<file path="src/rtl/updown_cnter_load_pkg.sv">
// Shared constants for the loadable up/down counter: direction encoding and default width.
package updown_cnter_load_pkg;

  typedef enum logic {
    CNT_DOWN = 1'b0,
    CNT_UP   = 1'b1
  } cnt_dir_e;

  localparam int CNT_WIDTH_DEF = 4;

endpackage

</file>
<file path="src/rtl/updown_cnter_load_if.sv">
// Control/data bundle of one counter instance; the counter is the slave side.
interface updown_cnter_load_if #(
  parameter int WIDTH = 4
);
  logic             clr_i;
  logic             load_i;
  logic             en_i;
  logic             up_i;
  logic [WIDTH-1:0] d_i;
  logic [WIDTH-1:0] q_o;
  logic             co_o;
  logic             wrap_o;

  modport slave (
    input  clr_i, load_i, en_i, up_i, d_i,
    output q_o, co_o, wrap_o
  );

  modport master (
    output clr_i, load_i, en_i, up_i, d_i,
    input  q_o, co_o, wrap_o
  );
endinterface

</file>
<file path="src/rtl/updown_cnter_load_stage.sv">
// One counter bit: toggle flop with sync clear/load and up/down toggle-chain outputs.
module cnter_stage (
  input  logic clk_i,
  input  logic rst_ni,
  input  logic clr_i,
  input  logic load_i,
  input  logic d_i,
  input  logic t_i,
  output logic q_o,
  output logic t_up_o,
  output logic t_dn_o
);

  logic r_q;

  always_ff @(posedge clk_i or negedge rst_ni) begin
    if (!rst_ni)     r_q <= 1'b0;
    else if (clr_i)  r_q <= 1'b0;
    else if (load_i) r_q <= d_i;
    else if (t_i)    r_q <= ~r_q;
  end

  assign q_o    = r_q;
  // Next bit toggles on increment when this one is 1, on decrement when it is 0.
  assign t_up_o = t_i & r_q;
  assign t_dn_o = t_i & ~r_q;

endmodule

</file>
<file path="src/rtl/updown_cnter_load.sv">
// Synchronous up/down counter with parallel load, sync clear, cascadable carry/borrow and wrap pulse.
module updown_cnter_load
  import updown_cnter_load_pkg::*;
#(
  parameter int WIDTH = CNT_WIDTH_DEF
) (
  input  logic                clk_i,
  input  logic                rst_ni,
  updown_cnter_load_if.slave  bus
);

  logic [WIDTH-1:0] w_q;
  logic [WIDTH-1:0] w_t;
  logic [WIDTH-1:0] w_t_up;
  logic [WIDTH-1:0] w_t_dn;
  logic             w_co;
  logic             r_wrap;

  for (genvar i = 0; i < WIDTH; i++) begin : g_bit
    if (i == 0) begin : g_lsb
      assign w_t[i] = bus.en_i;
    end else begin : g_chain
      assign w_t[i] = (bus.up_i == CNT_UP) ? w_t_up[i-1] : w_t_dn[i-1];
    end

    cnter_stage u_stage (
      .clk_i  (clk_i),
      .rst_ni (rst_ni),
      .clr_i  (bus.clr_i),
      .load_i (bus.load_i),
      .d_i    (bus.d_i[i]),
      .t_i    (w_t[i]),
      .q_o    (w_q[i]),
      .t_up_o (w_t_up[i]),
      .t_dn_o (w_t_dn[i])
    );
  end

  // Chain end is en & (all ones / all zeros); clear and load suppress it so they never wrap.
  assign w_co = ~bus.clr_i & ~bus.load_i &
                ((bus.up_i == CNT_UP) ? w_t_up[WIDTH-1] : w_t_dn[WIDTH-1]);

  always_ff @(posedge clk_i or negedge rst_ni) begin
    if (!rst_ni) r_wrap <= 1'b0;
    else         r_wrap <= w_co;
  end

  assign bus.q_o    = w_q;
  assign bus.co_o   = w_co;
  assign bus.wrap_o = r_wrap;

endmodule

</file>
<file path="src/flat_wrapper.sv">
// flat-port wrapper written by rule: the top's interface ports become plain ports
module updown_cnter_load_flat import updown_cnter_load_pkg::*;
#(
  parameter int WIDTH = CNT_WIDTH_DEF
)
  (clk_i, rst_ni, bus_clr_i, bus_load_i, bus_en_i, bus_up_i, bus_d_i, bus_q_o, bus_co_o, bus_wrap_o);
  updown_cnter_load_if #(.WIDTH(WIDTH)) bus_i ();
  input  logic clk_i;
  input  logic rst_ni;
  input wire logic [$bits(bus_i.clr_i)-1:0] bus_clr_i;
  input wire logic [$bits(bus_i.load_i)-1:0] bus_load_i;
  input wire logic [$bits(bus_i.en_i)-1:0] bus_en_i;
  input wire logic [$bits(bus_i.up_i)-1:0] bus_up_i;
  input wire logic [$bits(bus_i.d_i)-1:0] bus_d_i;
  output wire logic [$bits(bus_i.q_o)-1:0] bus_q_o;
  output wire logic [$bits(bus_i.co_o)-1:0] bus_co_o;
  output wire logic [$bits(bus_i.wrap_o)-1:0] bus_wrap_o;
  assign bus_i.clr_i = bus_clr_i;
  assign bus_i.load_i = bus_load_i;
  assign bus_i.en_i = bus_en_i;
  assign bus_i.up_i = bus_up_i;
  assign bus_i.d_i = bus_d_i;
  assign bus_q_o = bus_i.q_o;
  assign bus_co_o = bus_i.co_o;
  assign bus_wrap_o = bus_i.wrap_o;
  updown_cnter_load #(.WIDTH(WIDTH)) u_core (.clk_i(clk_i), .rst_ni(rst_ni), .bus(bus_i));
endmodule
</file>
<file path="config.mk">
export PLATFORM = sky130hd
export DESIGN_NAME = updown_cnter_load_flat
export DESIGN_NICKNAME = d
export VERILOG_FILES = /design/src/rtl/updown_cnter_load_pkg.sv /design/src/rtl/updown_cnter_load_if.sv /design/src/rtl/updown_cnter_load_stage.sv /design/src/rtl/updown_cnter_load.sv /design/src/flat_wrapper.sv
export SDC_FILE = /design/constraint.sdc
export NUM_CORES = 1
export LEC_CHECK = 0
export ABC_AREA = 1
export CORE_AREA = 2 2 39 41
export CTS_CLUSTER_SIZE = 10
export DETAILED_ROUTE_END_ITERATION = 8
export DIE_AREA = 0 0 41 43
export SETUP_SLACK_MARGIN = 0.4
export SYNTH_ARGS = -nofsm -noshare
export SYNTH_HDL_FRONTEND = slang
export SYNTH_SLANG_ARGS = --single-unit
</file>
<file path="constraint.sdc">
create_clock -name clk_i -period 2.7 [get_ports clk_i]
set_clock_uncertainty 0.1 [all_clocks]
set_input_delay 0.81 -clock clk_i [delete_from_list [all_inputs] [get_ports clk_i]]
set_output_delay 0.81 -clock clk_i [all_outputs]
set_load 0.01 [all_outputs]
</file>
; ---- Word level (Yosys, flattened, before mapping)
; Cells that the tools add are included.
[word_totals]
register_bits = 5
input_bits = 10
elab_cells = 41
output_inout_bits = 6
[classes]
bitwise_logic = 16
n_mux = 16
n_reduce_logical = 4
[op_table]
columns = op, count
row1 = 1-bit two-way mux, 16
row2 = 3-bit nonzero test, 4
row3 = 1-bit bitwise AND, 10
row4 = 1-bit inverter, 6

; ---- Depth between registers and ports, before layout
; Gate-level depths: netlist of run 1.
[depth]
word_depth = 10
depth_mapped = 8
mapped_depth_nobuf = 8

; ---- Cells and area by module
; Synthesis of run 1 repeated with hierarchy kept, for this count alone.
[hier_totals]
hier_cells = 60
hier_area_um2 = 370.4
[by_module_without_submodules]
columns = mod, area_per_inst_um2, seq_area_each_um2, instances, cells_per_inst
row1 = cnter_stage, 71.3, 25.0, 4, 11
row2 = updown_cnter_load, 85.1, 25.0, 1, 16

; ---- Worst setup path before layout of run 1
; No wires, ideal clock.
[synth_path]
kind = input to output
start = input port bus_up_i
end = output port bus_co_o
path_slack_ns = 0.466
t_arrival_ns = 1.324
cell_stages = 5
path_buffers = 0
required_time_ns = 1.790
cell_sequence = inv_2 nor2_2 nor2_2 nand2_2 nor3_2
[synth_via]
elab_chain_len = 8
elab_cells_between_ends = 11
classes_between = mux (4) / bitwise (7)
[synth_lines]
columns = element, line_no
row1 = start: declaration, flat_wrapper.sv:13  ; input wire logic [$bits(bus_i.up_i)-1:0] bus_up_i;
row2 = 1-bit two-way mux, updown_cnter_load.sv:23  ; assign w_t[i] = (bus.up_i == CNT_UP) ? w_t_up[i-1] : w_t_dn[i-1];
row3 = 1-bit bitwise AND (on tied branches), "updown_cnter_load_stage.sv:26, updown_cnter_load_stage.sv:25"
row4 = 1-bit two-way mux, updown_cnter_load.sv:23
row5 = 1-bit bitwise AND (on tied branches), "updown_cnter_load_stage.sv:26, updown_cnter_load_stage.sv:25"
row6 = 1-bit two-way mux, updown_cnter_load.sv:23
row7 = 1-bit bitwise AND (on tied branches), "updown_cnter_load_stage.sv:26, updown_cnter_load_stage.sv:25"
row8 = 1-bit two-way mux *, updown_cnter_load.sv:41  ; ((bus.up_i == CNT_UP) ? w_t_up[WIDTH-1] : w_t_dn[WIDTH-1]);
row9 = 1-bit bitwise AND *, updown_cnter_load.sv:40  ; assign w_co = ~bus.clr_i & ~bus.load_i &
row10 = end: declaration, flat_wrapper.sv:16  ; output wire logic [$bits(bus_i.co_o)-1:0] bus_co_o;
; Every way passes the cells marked *; elsewhere a longest branch is shown, timed or not.

; ---- Final worst setup path of run 1
; Ends and elaborated chain as after synthesis.

==> metrics.md, run 1 <==
| Metric | Value |
|---|---|
| Status | finished clean |
| Die ar. | 0.00176 mm^2 |
| Arr. time, crit path | 1.50 ns |
| CP max stage delay | 0.16 ns |
| Layout Cells excl Fill | 97 |
| Crit path required time | 1.79 ns |
| # port buffers | 15 |
| Final worst path period need | 2.41 ns |
| Synth top area share | 32.7% |
| H-Tree Depth | 1 |
| Largest area contributor in the netlist | dfrtp_1 |
| Post-route ant nets | 0 |
| Clk buf depth | 2 |
| First-pass iteration count of the detailed router | 4 |
| Syn_area_per_cell | 6.84 um^2 |
| WS Path Type | input pin to output port |
| Most frequent cells after synthesis | 18 x nand2_1, 5 x dfrtp_1, 5 x nand3_1 |
| Final Cycle Share | 89.3% |
| Unrepaired setup endpoints after global routing | yes |
| Placer Congestion | 0.727 |
| Ys Warns | 0 |
| Fin Hold WS | 0.483 ns |
| Setup ws final | 0.290 ns |
| Core Util, Final | 44.8% |
| Crit-path max FO | 4 |
| Ys flop type | dfrtp_1 |
| Final setup viols | 0 |
| HP Class | flip-flop to flip-flop |
| Worst-skew pair later-pin latency | 0.24 ns |
| Final Hold Fails | 0 |
| Slew of the pin with the lowest slew margin | 0.243 ns |
| Post-synthesis register bit count | 5 |
| # rows | 14 |
| GRT Total Usage | 12.0% |
| Place WS | -0.612 ns |
| Drt total wl | 916 um |
| Slowest cell on crit path | buf_2 |
| Slew Limit Fails | 0 |
| CP Cell Sequence | buf_8 -> inv_4 -> nor2_2 -> nor2_4 -> nand2_2 -> nor3_2 -> buf_2 |
| Clock root cell | clkbuf_4 |
| Distinct cells, synth | 15 |
| Pleak | 0.000308 uW |
| Fraction of layout cells with a size suffix above 1 | 35.8% |
| # IOs | 16 |
| Drt wl/cell | 9.44 um |
| # diodes | 0 |
| Area growth, synth to finish | 61.8% |
| Via count | 430 |
| DRC Markers | 0 |
| Clock sinks | 5 |
| Fillers | 143 |
| MaxCap Viol Count | 0 |
| Post-Route Setup TNS | 0 ns |
| Ranking of synthesized cells by area | dfrtp_1 33%, nand2_1 18%, buf_4 7.8% |
| Via density | 4.43 |
| Num CTS Buffers | 3 |
| CTS tree | yes |
| Startpoint types | input pin |
| Inst Count DP | 88 |
| Fmax | 0.415 GHz |
| Largest net degree at the start of global routing | 7 |
| DP HPWL | 655 um |
| Setup crit end kind | output port |
| Hold buffers post-CTS | 0 |
| Die height | 43 um |
| Worst-path clk slew | 0.05 ns |
| First-pass GRT wire length | 1360 um |
| Synth async-reset ratio | 100% |
| IR Drop Worst-Case VDD | 0.154 mV |
| Synthesized area | 383 um^2 |
| Initial Util | 27.7% |
| Final-stage net count | 92 |
| Post-synth EDFFs | 0 |
| Most common cell in the netlist | nand2_1 |
| Core area | 0.00138 mm^2 |
| Chip width | 41 um |
| Pwr dens | 414 mW/mm^2 |
| Post-synthesis net count | 66 |
| Initial antenna violation count | 0 |
| Cells after synthesis | 56 |
| Sequential share of the synthesized area | 32.7% |
| DRT iter0 DRCs | 12 |
| Vias in the first global route | 342 |
| Rel. slew slack | 83.7% |
| Total grt overflow | 0 |
[what timing repair did]
| action | 4_1_cts | 5_1_grt |
|---|---|---|
| pin swaps | 3 | 5 |
| resized for setup | 16 | 7 |
| buffers inserted | 4 | 1 |
| endpoints found under the setup margin | 1 | 1 |
[layout make-up]
| type | instances | area [um^2] | share of cell area [%] |
|---|---|---|---|
| multi-input cells | 41 | 213 | 34.3 |
| repair buffers | 25 | 210 | 33.9 |
| flip-flops and latches | 5 | 125 | 20.2 |
| clock buffers | 4 | 26.3 | 4.24 |
| inverters | 6 | 25.0 | 4.04 |
| well taps | 16 | 20.0 | 3.23 |
[cell families after synthesis]
family                 count (synthesis)  share of synthesized area [%]
and+or+nand+nor                       34                           41.8
buffers and inverters                 10                           13.7
AOI/OAI and AO/OA                      7                           11.8
DFF                                    5                           32.7
[per-layer routing]
layer	share of wire [%]	routed length [um]	track usage [%]	up-vias
met5	0	0	0	-
met4	0	0	12.0	0
met3	3.9	36	3.14	0
met2	55	504	13.8	13
met1	41	376	16.7	193
li1	-	-	-	224
[through the flow]
step | total power (uW) | area (um^2)
CTS | 257 | 608
detailed placement | 162 | 561
global placement | 161 | 561
finish | 256 | 619
global route | 276 | 619
floorplan | 128 | 383
[worst max-delay path, delay by kind of cell]
kind / cells / cell delay [ns]
buffers and inverters: 3 / 0.32
AND/OR/NAND/NOR: 4 / 0.37
[sequential cells by signal, indices dropped and copies added, names as in the netlist]
| register | cells |
|---|---|
| u_core.bus.wrap_o | 1 |
| u_core.g_bit.u_stage.q_o | 4 |
[power by group]
group          total (uW)  internal [uW]  switching (uW)
registers            89.6           81.3            8.28
clock network        86.0           55.9            30.2
logic                80.6           44.1            36.5
total                 256            181            74.9
[cells in the final DEF (no fill, tap or decap)]
master           netlist  layout
a21oi_1                1       1
buf_2                  0       2
a211oi_2               1       1
nor2_1                 4       4
nand2_2                3       4
nand2_1               18      17
o21ai_0                4       4
buf_4                  4      10
clkdlybuf4s50_1        0      10
nand3_1                5       5
dfrtp_1                5       5
inv_2                  2       1
buf_8                  0       1
nor2_4                 1       2
clkbuf_2               0       2
inv_1                  4       4
clkbuf_1               0       1
nor3_2                 1       1
o211ai_1               1       1
inv_4                  0       1
clkbuf_4               0       3
nor2_2                 2       1
[worst paths after layout]
kind | from | to | slack [ns] | cells after the start
max | bus_up_i | bus_co_o | 0.29 | 7
min | u_core.g_bit[2].u_stage.q_o | u_core.g_bit[2].u_stage.q_o | 0.48 | 2
max reg2reg | u_core.g_bit[0].u_stage.q_o | u_core.g_bit[2].u_stage.q_o | 1.23 | 9
min reg2reg | u_core.g_bit[2].u_stage.q_o | u_core.g_bit[2].u_stage.q_o | 0.48 | 2
max in group asynchronous | rst_ni | u_core.g_bit[1].u_stage.q_o | 1.60 | 1
min in group asynchronous | rst_ni | u_core.g_bit[3].u_stage.q_o | 0.69 | 1
No activity file was read; power rests on OpenSTA's default activity.
==> run 2, diff against run 1 <==
Settings changed: ABC_CLOCK_PERIOD_IN_PS set to 2700, GPL_TIMING_DRIVEN set to 0.
==> run 2 against run 1 <==
Effect of this change:
- routed wire length fell by 0.66%
- sequential power rose by 0.8%
- die area did not move
- largest power group is now clock
- critical path type unchanged
- maximum frequency rose by 0.81%
- first-iteration DRC count fell by 92%
- critical path depth did not move
- highest routed layer is now met4
- global-route usage rose by 0.57 points
- utilization rose by 1.3 points
- via count rose by 0.23%
- cell count fell by 1.0%
==> metrics.md, run 2 (synthesized netlist as in run 1, its figures left out) <==
| Metric | Value |
|---|---|
| Post-route cell area | 637 um^2 |
| Placer Congestion | 0.724 |
| Power, Total | 265 uW |
| HP Class | flip-flop to flip-flop |
| R2r setup slk | 1.38 ns |
| Worst R2R Start | u_core.g_bit[0].u_stage.q_o |
| Largest net degree at the start of global routing | 8 |
| Die height | 43 um |
| Layout Cells excl Fill | 96 |
| Drt total wl | 910 um |
| Final-stage net count | 91 |
| Max FFs per register | 4 |
| Slew of the pin with the lowest slew margin | 0.236 ns |
| Via count | 431 |
| Pwr dens | 416 mW/mm^2 |
| GRT Total Usage | 12.6% |
| Initial antenna violation count | 0 |
| CP max stage delay | 0.16 ns |
| IR Drop Worst-Case VDD | 0.150 mV |
| Fraction of layout cells with a size suffix above 1 | 36.3% |
| WS Path Type | input pin to output port |
| DRT iter0 DRCs | 1 |
| Hold Startpoint | u_core.g_bit[2].u_stage.q_o |
| H-Tree Depth | 1 |
| Unrepaired setup endpoints after global routing | yes |
| Fmax | 0.418 GHz |
| DRC Markers | 0 |
| CP Cell Sequence | buf_8 -> inv_8 -> nor2_4 -> nor2_4 -> nand2_2 -> nor3_2 -> buf_2 |
| # IOs | 16 |
| # port buffers | 15 |
| Initial Util | 27.7% |
| MaxCap Viol Count | 0 |
| Core area | 0.00138 mm^2 |
| Slew Limit Fails | 0 |
| Crit-path max FO | 5 |
| Final Hold Fails | 0 |
| Status | finished clean |
| Cells on worst reg2reg path | 8 |
| Chip width | 41 um |
| # diodes | 0 |
| Clk buf depth | 2 |
| Post-route ant nets | 0 |
| Final setup viols | 0 |
| Hold Path Sink | u_core.g_bit[2].u_stage.q_o |
| Arr. time, crit path | 1.48 ns |
| Drt wl/cell | 9.48 um |
| Worst-skew pair later-pin latency | 0.25 ns |
| Vias in the first global route | 364 |
| Leading cell types in the layout, fill and taps excluded | 17 x nand2_1, 10 x clkdlybuf4s50_1, 8 x buf_4, 5 x nand3_1 |
| DP HPWL | 687 um |
| Hold buffers post-CTS | 0 |
| Num CTS Buffers | 3 |
| Worst-path clk slew | 0.05 ns |
| CTS tree | yes |
| Rel. slew slack | 84.2% |
| Area growth, synth to finish | 66.3% |
| Final Cycle Share | 88.5% |
| Clock sinks | 5 |
| Clock root cell | clkbuf_4 |
| Slowest cell on crit path | buf_2 |
| Fin Hold WS | 0.477 ns |
| Most common cell after layout, fill and taps aside | nand2_1 |
| Total grt overflow | 0 |
| Fillers | 146 |
| # rows | 14 |
| Via density | 4.49 |
| Crit path required time | 1.79 ns |
| Startpoint types | input pin |
| Hold Path Depth | 2 |
| Inst Count DP | 87 |
| Critical Path Most Common Cell | nor2_4 |
| Die ar. | 0.00176 mm^2 |
| Pleak | 0.000315 uW |
| First-pass GRT wire length | 1460 um |
| First-pass iteration count of the detailed router | 2 |
| Worst r2r dst | u_core.g_bit[3].u_stage.q_o |
| Area after DPL | 553 um^2 |
| Final worst path period need | 2.39 ns |
| Setup crit end kind | output port |
run 2: how the worst max path moves through the flow:
stage | startpoint | endpoint | slack, ns | depth (start not counted)
after floorplan | bus_up_i | bus_co_o | 0.47 | 5
after global placement | bus_up_i | bus_co_o | -0.61 | 8
after detailed placement | bus_up_i | bus_co_o | -0.64 | 8
after CTS | bus_up_i | bus_co_o | 0.23 | 8
after global routing | bus_load_i | bus_co_o | 0.26 | 5
final | bus_up_i | bus_co_o | 0.31 | 7
run 2: report_power, final:
part | internal (uW) | total [uW] | switching (uW) | leakage [uW]
Combinational | 46.3 | 84.1 | 37.8 | 0.000236
Sequential | 81.5 | 90.3 | 8.80 | 0.0000638
Clock | 56.1 | 90.7 | 34.6 | 0.0000150
Total | 184 | 265 | 81.2 | 0.000315
run 2: critical path, delay by kind of cell:
kind,cells,cell delay (ns)
buffers and inverters,3,0.33
AND/OR/NAND/NOR,4,0.33
run 2: layer usage:
metal	global-route usage, %	up-vias	part of all wire [%]	wire length [um]
li1	-	225	-	-
met4	10.0	0	1.5	14
met2	17.8	12	52	469
met5	0	-	0	0
met3	1.57	2	3.2	29
met1	16.2	192	44	396
run 2: what timing repair did:
item,4_1_cts,5_1_grt
buffers inserted,4,1
resized for setup,22,11
pin swaps,5,4
hold endpoints to repair,0,0
endpoints found under the setup margin,1,2
run 2: through the flow:
step | setup WS, ns | TNS [ns] | util, %
6_report | 0.309 | 0 | 46.0
2_1_floorplan | 0.466 | 0 | -
4_1_cts | 0.230 | 0 | 44.4
3_5_place_dp | -0.644 | -0.644 | 40.0
5_1_grt | 0.264 | 0 | 46.0
3_3_place_gp | -0.615 | -0.615 | 40.0
run 2: layout make-up:
| type | count | area, um^2 | share of cell area, % |
|---|---|---|---|
| Clock buffer | 4 | 26.3 | 4.13 |
| Buffer | 4 | 30.0 | 4.72 |
| Timing Repair Buffer | 20 | 176 | 27.7 |
| Tap cell | 16 | 20.0 | 3.14 |
| Multi-Input combinational cell | 41 | 228 | 35.8 |
| Sequential cell | 5 | 126 | 19.8 |
| Inverter | 6 | 30.0 | 4.72 |
